### config.mk
export PLATFORM = sky130hd
export DESIGN_NAME = fsm_control
export DESIGN_NICKNAME = d
export VERILOG_FILES = /design/src/rtl/fsm_control_pkg.sv /design/src/rtl/fsm_control.sv
export SDC_FILE = /design/constraint.sdc
export NUM_CORES = 1
export LEC_CHECK = 0
export BUFFER_PORTS_ARGS = -buffer_cell sky130_fd_sc_hd__buf_2
export CAP_MARGIN = 5
export CORE_AREA = 2 2 39 41
export CTS_CLUSTER_SIZE = 24
export DETAILED_ROUTE_END_ITERATION = 8
export DIE_AREA = 0 0 41 43
export PLACE_DENSITY = 0.4
export SLEW_MARGIN = 40
export SYNTH_ARGS = -nofsm -noshare
export SYNTH_HDL_FRONTEND = slang
export SYNTH_SLANG_ARGS = --single-unit
### constraint.sdc
create_clock -name clk -period 0.9 [get_ports clk]
set_input_delay 0.18 -clock clk [delete_from_list [all_inputs] [get_ports clk]]
set_output_delay 0.18 -clock clk [all_outputs]
set_load 0.03 [all_outputs]
### src/rtl/fsm_control_pkg.sv
// Shared game sequencing types: the top-level phase encoding, reused by
// debug and status logic that needs to decode the sequencer state.
package fsm_control_pkg;

    typedef enum logic [1:0] {
        INIT   = 2'b00,
        RUN    = 2'b01,
        UPDATE = 2'b10,
        OVER   = 2'b11
    } state_t;

endpackage : fsm_control_pkg

### src/rtl/fsm_control.sv
// Top-level game sequencer: initial draw, steady game loop, display update
// after a change and game-over hold, with one-hot Moore phase enables.
module fsm_control
    import fsm_control_pkg::*;
(
    input  logic clk,
    input  logic nrst,
    input  logic GameOver,
    input  logic cmd_done,
    input  logic diff,
    input  logic mode_pb,
    output logic enable_loop,
    output logic init_cycle,
    output logic en_update,
    output logic sync_reset
);

    state_t state_q;
    state_t state_d;

    // NOTE: state registers use non-blocking assignment so every flop samples
    // the pre-edge values; the async reset lands in INIT without a clock.
    always_ff @(posedge clk or negedge nrst) begin
        if (!nrst) begin
            state_q <= INIT;
        end else begin
            state_q <= state_d;
        end
    end

    // NOTE: state_d gets a default before the case so no path leaves it
    // unassigned, which would otherwise infer a latch.
    always_comb begin
        state_d = state_q;
        unique case (state_q)
            INIT:    if (cmd_done) state_d = RUN;
            RUN: begin
                // End of game outranks a pending display update.
                if (GameOver)  state_d = OVER;
                else if (diff) state_d = UPDATE;
            end
            UPDATE:  if (cmd_done) state_d = RUN;
            OVER:    if (mode_pb)  state_d = RUN;
            default: state_d = INIT;
        endcase
    end

    // Outputs decode the register only, so no input reaches them combinationally.
    always_comb begin
        init_cycle  = 1'b0;
        enable_loop = 1'b0;
        en_update   = 1'b0;
        sync_reset  = 1'b0;
        unique case (state_q)
            INIT:    init_cycle  = 1'b1;
            RUN:     enable_loop = 1'b1;
            UPDATE:  en_update   = 1'b1;
            OVER:    sync_reset  = 1'b1;
            default: init_cycle  = 1'b1;
        endcase
    end

endmodule : fsm_control

; ---- After elaboration in Yosys (flattened, before gate mapping)
; Cells that the tools add are included.
[classes]
muxes = 9
eq_ne = 6
reduce_logical = 3
[op_table]
columns = cell, count
row1 = $mux 2, 4
row2 = $pmux 2 s3, 1
row3 = $eq 2x2->1 const B, 2
row4 = $mux 1, 4
row5 = $ne 3x3->1 const B, 1
row6 = $reduce_and 3->1, 1
row7 = $eq 2x1->1 const B, 1
row8 = $logic_not 2->1, 1
row9 = $ne 2x1->1 const B, 1
row10 = $ne 2x2->1 const B, 1
row11 = $reduce_or 2->1, 1
[word_totals]
register_bits = 2
wordCells = 19
in_bits = 6

; ---- Logic depth before layout (Yosys ltp)
[depth]
word_depth = 4
mapped_depth = 2
depth_no_buf = 2

; ---- Worst setup path after synthesis
; Ideal clock, no wire load.
[synth_path]
path_kind = reg2reg
start = reg state_q[0]
end = reg state_q[0]
slack_ps = -301
synth_period_minus_slack_ps = 1201
arrival_time_ps = 1052
stages_incl_launch_ff = 3
path_cell_list = dfrtp_1 nor2b_1 a31oi_1
[synth_via]
elab_chain_cells = 4
elab_cells_between_ends = 10
classes_between = eq/ne (6) / mux (1) / reduce/logical (3)
[synth_rtl]
columns = element, line_no
row1 = from (decl), fsm_control.sv:18  ; state_t state_q;
row2 = from (signal assigned), fsm_control.sv:27  ; state_q <= state_d;
row3 = $eq 2x2->1 or $logic_not 2->1 (tied branches), fsm_control.sv:35  ; unique case (state_q)
row4 = $reduce_or 2->1 (no line), --
row5 = $ne 2x1->1 (no line), --
row6 = $reduce_and 3->1 (no line), --
; Several ways; a longest one is shown, not always the timed one.
; A chain may end at the register's enable or synchronous reset.

; ---- Worst setup path after layout
[layout_path]
start = reg state_q[1]
end = out en_update
[layout_via]
elab_chain_cells = 2
[layout_rtl]
columns = element, line_no
row1 = $eq 2x2->1, fsm_control.sv:54  ; unique case (state_q)
row2 = $mux 1, fsm_control.sv:54
row3 = to (decl), fsm_control.sv:14  ; output logic en_update,
; Every way passes these cells.

==> impl_metrics.toml <==
[global_route]
grt_antenna_before_repair = 0
grt_max_degree = 6
grt_pass1_vias = 129
grt_remaining_overflow = 0
grt_pass1_wl_um = 524
grt.total_usage = 0.0542

[detailed_routing]
dr.pass1.iters = 2
post_drt_wl_per_cell_um = 8.07
route.met3.wl_um = 57
drt_wl_total_um = 347
viasPerCell = 3.21
first_iter_violations = 4
remaining_drc_errors = 0
num_vias = 138
ant_nets = 0
routed-wl-met2_um = 112
top_layer = "met3"
met1Wirelength_um = 177

[setup_path]
required_ns = 0.72
arrival_ns = 1.00
path_cells = "and2b_2, buf_6"
cp-end-kind = "output pin"
worst-path-buf-inv = 1
critical-path-slowest-cell = "dfrtp_1"
crit_family = "flip-flops"
startpoint_type = "register"
crit_fanout = 5
max_stage_delay_ns = 0.42
criticalPathCategory = "reg -> out"

[clock_network]
cts_tree = "built"
cts_sinks = 2
clk_pin_slew_worst_paths_ns = 0.03
insertion_delay_ns = 0.22
cts_max_level = 1
cts_root_buf = "clkbuf_4"
cts_max_path_buffers = 2
cts_buffers = 3

[die]
dieArea_mm2 = 0.00176
initial_core_util = 0.0841
num_rows = 14
die_x_um = 41
io_pins = 10
coreArea_mm2 = 0.00138
die-height_um = 43

[sta]
clock.fmax_mhz = 848
rsz0062_at_grt = "yes"
fin_skew_ns = 0.00179
finalHoldViolCount = 0
min_period_ns = 1.18
whs_ns = 0.160
setup_violations = 5
setup_slack_ns = -0.279
post-route-period-util = 1.31
slew_viol_final = 0
relSlewSlack = 0.877
worst_slew_pin_slew_ns = 0.184

[yosys]
synth_area_leaders = "dfrtp_1 43%, mux2_1 9.7%, mux2i_1 8.6%"
syn_inst = 12
ys_ff_latch = 2
synthDominantCellAreaShare = 0.430
synth_warnings = 0
syn-cell-area_um2 = 116
synth_cell_types = 10
yosys.area.top_type = "dfrtp_1"
synth_nets = 18
ys_seq_area_frac = 0.430
synth.avg_cell_area_um2 = 9.70

[cells_and_area]
top_regs = "state_q: 2 flops"
multi_input_area_um2 = 76.3
nNetsFinal = 35
num_antenna_cells = 0
fin_area_um2 = 272
fill_cells = 149
final_cell_mix = "5 x buf_2, 5 x buf_6, 3 x clkbuf_4"
largest_register = "state_q"
largest_reg_flops = 2
drive_gt1_frac = 0.704
area_delta_synth_final_pct = 133
regArea_um2 = 50.0

[power]
powerDensity_mw_per_mm2 = 2550
peakVddDrop_mv = 0.913
p_leak_nw = 0.134

[status]
outcome = "complete, but fails checks"
violations = "negative setup slack"

[hold_path]
min_path_type = "in -> reg"

[place]
place_congestion = 0.583
post_dp_cell_area_um2 = 184
port-buffer-count = 9

[run]
max_cap_violations = 0
## final timing paths
path                       startpoint         end  slack [ns]  depth (start not counted)
min in group asynchronous        nrst  state_q[1]        0.27                          2
hold reg to reg            state_q[1]  state_q[1]        0.57                          1
hold / removal                   diff  state_q[0]        0.16                          2
max in group asynchronous        nrst  state_q[0]        0.53                          2
setup reg to reg           state_q[0]  state_q[1]       -0.15                          3
setup / recovery           state_q[1]   en_update       -0.28                          2
## power breakdown
part	leakage (nW)	internal, W	switching, W
clock network	0.0138	0.000147	0.0000490
registers	0.0212	0.000113	0.0000340
logic	0.0993	0.000181	0.000168
total	0.134	0.000441	0.000251
## cells in the mapped netlist, drive strengths merged
cell type / n
inv: 1
dfrtp: 2
a31oi: 1
and2: 1
mux2: 1
and2b: 1
nor2b: 1
o21ai: 1
mux2i: 1
nor2: 2
## worst register-to-register path, stage by stage, from the launching register on
cell and delay [ns]:
dfrtp_1 0.41, buf_6 0.14, mux2_4 0.28, mux2i_1 0.14
## cells by family after synthesis
logic type / after synthesis / synth area share
compound gates: 2 / 0.0968
buf+inv: 1 / 0.0322
flops: 2 / 0.430
mux: 2 / 0.183
simple gates: 5 / 0.258
## repair_timing
action                                 CTS  global route
hold buffers                             1             0
pin swaps                                2             0
endpoints found under the hold margin    2             0
cloned                                   0             0
gates resized for setup                 10             2
setup endpoints to repair                5             6
buffers inserted                         2             0
## routing by layer
layer  up-vias  global-route usage
li1         72                   -
met1        56              0.0707
met2        10              0.0438
met3         0              0.0471
met4         0              0.0600
met5         -                   0
## area by class of cell
cell class,instances,share of cell area
multi-input combinational,9,0.281
inverter,1,0.0138
tap,16,0.0737
clock buffer,3,0.0829
timing repair buffer,12,0.364
sequential,2,0.184
## stage by stage
step	utilization	setup WS, ns	cells	power [W]	setup TNS (ns)
after floorplan	-	-0.116	12	0.000311	-0.260
after global placement	0.133	-0.106	37	0.000379	-0.355
after detailed placement	0.133	-0.109	37	0.000380	-0.375
after CTS	0.191	-0.296	43	0.000700	-1.22
after global routing	0.196	-0.323	43	0.000746	-1.49
final	0.196	-0.279	43	0.000692	-1.14
(Power assumes the default switching activity.)
